===== config.mk =====
export PLATFORM = sky130hd
export DESIGN_NAME = qerv_rf_ram_bridge
export DESIGN_NICKNAME = d
export VERILOG_FILES = /design/src/rtl/qerv_rf_ram_bridge.sv
export SDC_FILE = /design/constraint.sdc
export NUM_CORES = 1
export LEC_CHECK = 0
export CORE_MARGIN = 8
export CORE_UTILIZATION = 30
export DETAILED_ROUTE_END_ITERATION = 6
export GPL_TIMING_DRIVEN = 0
export HOLD_SLACK_MARGIN = 0.1
export PLACE_DENSITY = 0.54
export SLEW_MARGIN = 10
export SYNTH_ARGS = -nofsm -noshare
export SYNTH_HDL_FRONTEND = slang
export SYNTH_SLANG_ARGS = --single-unit
export TNS_END_PERCENT = 100

===== constraint.sdc =====
create_clock -name i_clk -period 3.1 [get_ports i_clk]
set_input_delay 0.465 -clock i_clk [delete_from_list [all_inputs] [get_ports i_clk]]
set_output_delay 0.465 -clock i_clk [all_outputs]
set_load 0.02 [all_outputs]

===== src/rtl/qerv_rf_ram_bridge.sv =====
// Bit-serial register-file streams to word-wide simple-dual-port SRAM bridge.
// Two read ports are fetched per word period; two write ports are assembled and written back-to-back.
module qerv_rf_ram_bridge #(
  parameter int width    = 8,
  parameter int bpc      = 1,
  parameter int csr_regs = 4,
  parameter int x0_guard = 1,
  parameter int raw      = $clog2(32 + csr_regs),
  parameter int aw       = raw + $clog2(32 / width)
) (
  input  logic             i_clk,
  input  logic             i_rst_n,
  input  logic             i_rreq,
  input  logic             i_wreq,
  output logic             o_ready,
  output logic             o_busy,
  input  logic [raw-1:0]   i_rreg0,
  input  logic [raw-1:0]   i_rreg1,
  input  logic [raw-1:0]   i_wreg0,
  input  logic [raw-1:0]   i_wreg1,
  input  logic             i_wen0,
  input  logic             i_wen1,
  input  logic [bpc-1:0]   i_wdata0,
  input  logic [bpc-1:0]   i_wdata1,
  output logic [bpc-1:0]   o_rdata0,
  output logic [bpc-1:0]   o_rdata1,
  output logic [aw-1:0]    o_waddr,
  output logic [width-1:0] o_wdata,
  output logic             o_wen,
  output logic [aw-1:0]    o_raddr,
  output logic             o_ren,
  input  logic [width-1:0] i_rdata
);
  localparam int S   = 32 / bpc;
  localparam int P   = width / bpc;
  localparam int LP  = $clog2(P);
  localparam int WB  = $clog2(32 / width);
  localparam int WBX = (WB > 0) ? WB : 1;
  localparam int CW  = $clog2(S + 4);

  localparam logic [CW-1:0] S_C = CW'(S);

  logic          busy_q, busy_d, wr_q, wr_d, rgrant_q, rgrant_d;
  logic          wstb0_q, wstb0_d, wstb1_q, wstb1_d;
  logic [CW-1:0] cnt_q, cnt_d, last;
  logic [1:0]    wcap_q, wcap_d, wenb_q, wenb_d;
  logic [width-1:0] sr0_q, sr0_d, sr1_q, sr1_d;
  logic [width-1:0] asm0_q, asm0_d, asm1_q, asm1_d;
  logic [width-1:0] wbuf0_q, wbuf0_d, wbuf1_q, wbuf1_d;
  logic [WBX-1:0]   wword_q, wword_d;

  logic          req, rd_act, wr_act, ren0, ren1, win, first1, sample, cap, copy, ok0, ok1;
  logic [CW-1:0] t, b1;
  logic [raw-1:0] rsel, wsel;

  always_comb begin
    req    = i_wreq | i_rreq;
    rd_act = busy_q & ~wr_q;
    wr_act = busy_q & wr_q;
    // t: beat/fetch index relative to cycle 1; b1: output beat index (cycle 3 = beat 0)
    t      = cnt_q - CW'(1);
    b1     = cnt_q - CW'(3);
    ren0   = rd_act && (t < S_C) && (t[LP-1:0] == '0);
    ren1   = rd_act && (t < S_C) && (t[LP-1:0] == LP'(1));
    win    = rd_act && (cnt_q >= CW'(3)) && (b1 < S_C);
    first1 = win && (b1[LP-1:0] == '0);
    sample = wr_act && (t < S_C);
    cap    = sample && (t[LP-1:0] == '0);
    copy   = wr_act && (t != '0) && (t <= S_C) && (t[LP-1:0] == '0);
    last   = wr_q ? CW'(S + 3) : CW'(S + 2);

    busy_d = busy_q;
    wr_d   = wr_q;
    cnt_d  = cnt_q;
    if (req) begin
      busy_d = 1'b1;
      wr_d   = i_wreq;
      cnt_d  = CW'(1);
    end else if (busy_q) begin
      if (cnt_q == last) begin
        busy_d = 1'b0;
        cnt_d  = '0;
      end else begin
        cnt_d = cnt_q + CW'(1);
      end
    end

    rgrant_d = !req && rd_act && (cnt_q == CW'(1));
    wstb0_d  = !req && copy;
    wstb1_d  = !req && wstb0_q;
    wcap_d   = cap  ? {i_wen1, i_wen0} : wcap_q;
    wenb_d   = copy ? wcap_q : wenb_q;

    // rreg0 word lands during the rreg1 fetch cycle; rreg1 word is forwarded on its first beat
    sr0_d   = ren1   ? i_rdata : (sr0_q >> bpc);
    sr1_d   = first1 ? (i_rdata >> bpc) : (sr1_q >> bpc);
    asm0_d  = sample ? {i_wdata0, asm0_q[width-1:bpc]} : asm0_q;
    asm1_d  = sample ? {i_wdata1, asm1_q[width-1:bpc]} : asm1_q;
    wbuf0_d = copy ? asm0_q : wbuf0_q;
    wbuf1_d = copy ? asm1_q : wbuf1_q;
    wword_d = copy ? (t[LP +: WBX] - WBX'(1)) : wword_q;
  end

  always_ff @(posedge i_clk or negedge i_rst_n) begin
    if (!i_rst_n) begin
      busy_q   <= 1'b0;
      wr_q     <= 1'b0;
      cnt_q    <= '0;
      rgrant_q <= 1'b0;
      wstb0_q  <= 1'b0;
      wstb1_q  <= 1'b0;
      wcap_q   <= '0;
      wenb_q   <= '0;
    end else begin
      busy_q   <= busy_d;
      wr_q     <= wr_d;
      cnt_q    <= cnt_d;
      rgrant_q <= rgrant_d;
      wstb0_q  <= wstb0_d;
      wstb1_q  <= wstb1_d;
      wcap_q   <= wcap_d;
      wenb_q   <= wenb_d;
    end
  end

  always_ff @(posedge i_clk) begin
    sr0_q   <= sr0_d;
    sr1_q   <= sr1_d;
    asm0_q  <= asm0_d;
    asm1_q  <= asm1_d;
    wbuf0_q <= wbuf0_d;
    wbuf1_q <= wbuf1_d;
    wword_q <= wword_d;
  end

  assign ok0 = !((x0_guard != 0) && (i_wreg0 == '0));
  assign ok1 = !((x0_guard != 0) && (i_wreg1 == '0));
  assign rsel = ren1 ? i_rreg1 : i_rreg0;
  assign wsel = wstb1_q ? i_wreg1 : i_wreg0;

  generate
    if (WB == 0) begin : g_noword
      assign o_raddr = rsel;
      assign o_waddr = wsel;
    end else begin : g_word
      assign o_raddr = {rsel, t[LP +: WB]};
      assign o_waddr = {wsel, wword_q[WB-1:0]};
    end
  endgenerate

  assign o_ren    = ren0 | ren1;
  assign o_wen    = (wstb0_q & wenb_q[0] & ok0) | (wstb1_q & wenb_q[1] & ok1);
  assign o_wdata  = wstb1_q ? wbuf1_q : wbuf0_q;
  assign o_rdata0 = win ? sr0_q[bpc-1:0] : '0;
  assign o_rdata1 = win ? (first1 ? i_rdata[bpc-1:0] : sr1_q[bpc-1:0]) : '0;
  assign o_ready  = i_wreq | rgrant_q;
  assign o_busy   = busy_q;
endmodule


**Word-level counts from Yosys, hierarchy flattened**

Index checks and enable logic that the tools add are counted.

- Bits in registers: 64
- Input port bits: 40
- Output and inout port bits: 30
- Logic and storage cells: 77

- $add $sub $neg: 4
- Order comparisons: 4
- Eq/ne operators: 3
- Multiplexer cells: 15
- Bitwise gates (word level): 11
- Reductions and logical operators: 24

Operator list:

| kind | count |
|---|---|
| $mux W6 | 5 |
| $logic_and A1 B1 Y1 | 15 |
| $mux W7 | 2 |
| $logic_not A6 Y1 | 2 |
| $lt A6 B6 Y1 const B | 2 |
| $mux W8 | 1 |
| $mux W1 | 7 |
| $add A6 B1 Y6 const B | 1 |
| $and A1 B1 Y1 | 6 |
| $eq A6 B1 Y1 const B | 1 |
| $eq A6 B6 Y1 | 1 |
| $ge A6 B2 Y1 const B | 1 |
| $le A6 B6 Y1 const B | 1 |
| $logic_not A3 Y1 | 2 |
| $reduce_bool A6 Y1 | 1 |
| $sub A6 B1 Y6 const B | 1 |
| $sub A6 B2 Y6 const B | 1 |
| $or A1 B1 Y1 | 4 |
| $eq A3 B1 Y1 const B | 1 |
| $logic_not A1 Y1 | 3 |
| $reduce_bool A2 Y1 | 1 |
| $sub A2 B1 Y2 const B | 1 |
| $not A1 Y1 | 1 |

**Logic depth before layout (Yosys ltp)**

- Depth in word-level cells: 7
- Mapped depth: 8
- Depth with buffers taken out: 7

**Least setup slack after synthesis**

OpenSTA, ideal clock, no wires.

- Path type: flip-flop to flip-flop
- Start point: register cnt_q[0]
- End point: register wenb_q[0]
- Setup time: 127 ps
- Arrival time: 2513 ps
- Required time: 2973 ps
- Path slack: 460 ps
- Stages on the path, launching flop included: 9
- Buffers on the path: 1
- Clock period less this slack: 2640 ps
- Cells stage by stage: dfrtp_1 buf_2 inv_1 ha_1 xnor2_2 or3b_1 or4_1 nand2_2 mux2_1

- Word-level cells in the longest chain between the ends: 5
- Elaborated cells between the ends (all ways): 7
- Classes of those cells: 1 x add/sub; 1 x order compare; 5 x reduce/logical

RTL lines:

| item | line | text |
|---|---|---|
| from (decl) | 45 | `logic [CW-1:0] cnt_q, cnt_d, last;` |
| from (signal assigned) | 117 | `cnt_q <= cnt_d;` |
| $sub A6 B1 Y6 * | 61 | `t = cnt_q - CW'(1);` |
| branches (longest 3 deep; another with $le A6 B6 Y1) | -- |  |
| $logic_and A1 B1 Y1 * | 69 | `copy = wr_act && (t != '0) && (t <= S_C) && (t[LP-1:0] == '0);` |
| named net copy | 52 | `logic req, rd_act, wr_act, ren0, ren1, win, first1, sample, cap, copy, ok0, ok1;` |
| to (signal assigned) | 122 | `wenb_q <= wenb_d;` |
| to (decl) | 46 | `logic [1:0] wcap_q, wcap_d, wenb_q, wenb_d;` |

Mark *: on every way through the listed nets, which the timed path passes.
A chain may end at the register's enable or synchronous reset.

**Worst setup path in the final report**

- Start point: register cnt_q[4]
- End point: output port o_raddr[5]

- Word-level cells in the longest chain between the ends: 5

RTL lines:

| item | line | text |
|---|---|---|
| $sub A6 B1 Y6 | 61 |  |
| $lt A6 B6 Y1 | 64 | `ren1 = rd_act && (t < S_C) && (t[LP-1:0] == LP'(1));` |
| $logic_and A1 B1 Y1 (2 in a row) | 64 |  |
| $mux W6 | 138 | `assign rsel = ren1 ? i_rreg1 : i_rreg0;` |
| to (decl) | 30 | `output logic [aw-1:0] o_raddr,` |

No other way between the ends.

==> qor.csv <==
stage,metric,value,unit
routing,drc,0,
routing,wirelength,5940,um
timing,fin_ws,0.142,ns
timing,hold_violations,0,
timing,tightest_slew,0.768,ns
clocking,cts.sinks,64,
yosys,ys_seq_elements,64,
setup_path,crit_path_max_fanout,10,
yosys,ys_warn_count,0,
floorplan,io_pins,70,
layout,final_cell_area,0.00379,mm2
grt,grt_pass1_wl,9570,um
floorplan,die_h,112,um
clocking,path_clk_slew,0.07,ns
timing,finalCriticalPeriod,2.96,ns
layout,area_delta_synth_final,37.6,%
grt,antenna_found_initial,0,
setup_path,reg2reg_to,wenb_q[1],
pwr,ir_drop,177,uV
yosys,synth_area,0.00276,mm2
clocking,cts_tree,built,
status,outcome,"complete, no violations",
setup_path,r2r_start,cnt_q[0],
routing,dr.pass1.iters,4,
yosys,yosys.cell_types.count,42,
flow_run,cap_violations,0,
setup_path,cp-start-kind,flop,
routing,drt_first_iter_violations,66,
setup_path,arrival,2.49,ns
floorplan,rows,35,
layout,n_fill_cell,846,
timing,fin_crit_sh,95.4,%
timing,fmax,0.338,GHz
routing,viasPerCell,4.63,
setup_path,r2r_slack,0.28,ns
setup_path,critPathKind,reg -> out,
layout,antenna_cells,0,
timing,whs,0.426,ns
yosys,synth_cells,204,
timing,relSlewSlack,48.8,%
timing,drv_slew,0,
floorplan,die-area,0.0125,mm2
routing,wl_per_cell,14.7,um
yosys,netlist.area_leader.share,37.0,%
min_path,min_from,asm0_q[0],
timing,rsz0062_at_grt,false,
routing,ant_nets,0,
placed_design,portBuffers,69,
clocking,clkLatencyLatePin,0.34,ns
floorplan,core,0.00906,mm2
timing,finalSetupViolCount,0,
grt,grt_pass1_vias,1934,
setup_path,cp-startpoint,cnt_q[4],
yosys,synth_seq_area_share,61.5,%
layout,fin_util,41.9,%
layout,final_nets,334,
clocking,cts_hold_buf,0,
yosys,synth_top_cell_by_area,edfxtp_1,
clocking,htreeDepth,3,
yosys,synth_top_flop_cell,edfxtp_1,
clocking,cts_root_buf,clkbuf_8,
grt,grt-ovfl-total,0,
floorplan,dieWidth,112,um
placed_design,gp_congestion,0.779,
grt,grt_use_total,9.69,%
grt,grt_max_degree,21,
placed_design,pre_cts_ws,-0.197,ns
yosys,synth-async-reset-ratio,23.4,%
clocking,cts_buffer_depth,2,
pwr,power_density,472,mW/mm2
routing,vias,1867,
setup_path,worstSetupEndpointType,primary output,
min_path,min_path_type,reg -> reg,
yosys,synth-edff-count,34,
pwr,leakage,1.46,nW
timing,tns,0,ns
timing,fin_skew,0.00748,ns
placed_design,dp_hpwl,4320,um
floorplan,initial_core_util,30.4,%
layout,drive_above_1_share,24.0,%
setup_path,cp.required,2.63,ns
placed_design,place_area,0.00359,mm2
setup_path,reg2reg_depth,8,
yosys,synth_area_per_cell,13.5,um2
yosys,syn_nets,250,
clocking,cts_inserted_buffers,9,
yosys,synth.area.top_cells,"edfxtp_1 (37%), mux2_2 (14%), dfrtp_1 (14%), dfxtp_1 (11%), ha_1 (2.7%)",
setup_path,crit_end,o_raddr[5],
## layer usage
metal  part of all wire, %  up-vias  GRT usage (%)
li1                      -      912              -
met1                    44      875           10.9
met2                    46       68           15.3
met3                   7.4       12           3.41
met4                   2.5        0           6.29
met5                     0        -              0
## Yosys cell counts, types with 3 or more instances
cell / instances
mux2_2: 35
o21ai_0: 3
nor3_1: 4
nand2_1: 11
xor2_1: 4
nor2_1: 7
or4_1: 3
a21oi_1: 7
dfxtp_1: 15
and3_1: 4
inv_1: 6
xnor2_1: 3
clkbuf_1: 3
edfxtp_1: 34
ha_1: 6
buf_2: 6
dfrtp_1: 15
nand4_1: 3
nand3_1: 5
## report_power, final
group | switching [W] | internal, W
Clock | 0.000317 | 0.000280
Sequential | 0.0000242 | 0.000963
Combinational | 0.0000932 | 0.000114
## worst min path at each step
stage,end,slack (ns),depth (start not counted)
after floorplan,cnt_q[0],0.17,0
after global placement,wbuf0_q[0],0.41,0
after detailed placement,wbuf0_q[0],0.41,0
after CTS,wbuf0_q[0],0.43,0
after global routing,wbuf1_q[0],0.45,0
final,wbuf0_q[0],0.43,0
## placed cells by master, fill, tap and decap left out, types with 3 or more instances in the layout
cell	instances
clkbuf_8	9
clkbuf_1	3
nor3_1	4
mux2_2	35
edfxtp_1	34
dfxtp_1	15
clkdlybuf4s50_1	63
dlygate4sd2_1	6
nand2_1	11
or4_1	3
o21ai_0	3
dfrtp_1	14
nand3_1	5
xnor2_1	3
nand4_1	3
xor2_1	3
buf_4	6
ha_1	5
inv_1	6
and3_1	4
a21oi_1	7
nor2_1	7
buf_2	4
## registers in the layout (all words and copies together) (netlist names), 2 cells and up
signal / cells
cnt_q: 6
wword_q: 2
wenb_q: 2
sr0_q: 8
wbuf1_q: 8
sr1_q: 7
wcap_q: 2
wbuf0_q: 8
asm0_q: 8
asm1_q: 8
## cell families (layout without fill, tap and decap cells)
family	Yosys count	after routing	share of synthesized area, %
muxes	37	37	15.1
buffers and inverters	17	105	2.72
and+or+nand+nor	55	55	11.2
xor gates and xnor gates	8	8	2.81
AOI/OAI and AO/OA	17	17	3.95
adders and majority gates	6	6	2.72
DFF	64	64	61.5
## area by class of cell
type                       count  area (um2)  share of cell area (%)
sequential                    64        1700                    44.7
multi-input combinational    123        1000                    26.4
timing repair buffer          73         713                    18.8
tap                          111         139                    3.66
clock buffer                   9         124                    3.26
buffer                        11        57.6                    1.52
clock inverter                 6        37.5                   0.989
inverter                       6        22.5                   0.593
## through the flow
step,total power (W),std cells
after floorplan,0.00110,204
after global placement,0.00121,384
after detailed placement,0.00121,384
after CTS,0.00182,400
after global routing,0.00187,403
final,0.00179,403
## critical path: stages (launching register included)
cell           delay (ns)
dfrtp_1              0.36
buf_2                0.17
nor3_4               0.27
nand2_1              0.12
xor2_2               0.22
nand4_1              0.17
buf_4                0.22
mux2_2               0.27
dlygate4sd2_1        0.32
## what timing repair did
item / CTS / global route
hold endpoints to repair: 0 / 0
buffers inserted: 1 / 3
pin swaps: 1 / 2
endpoints found under the setup margin: 6 / 9
resized for setup: 9 / 3
No activity file was read; power rests on OpenSTA's default activity.
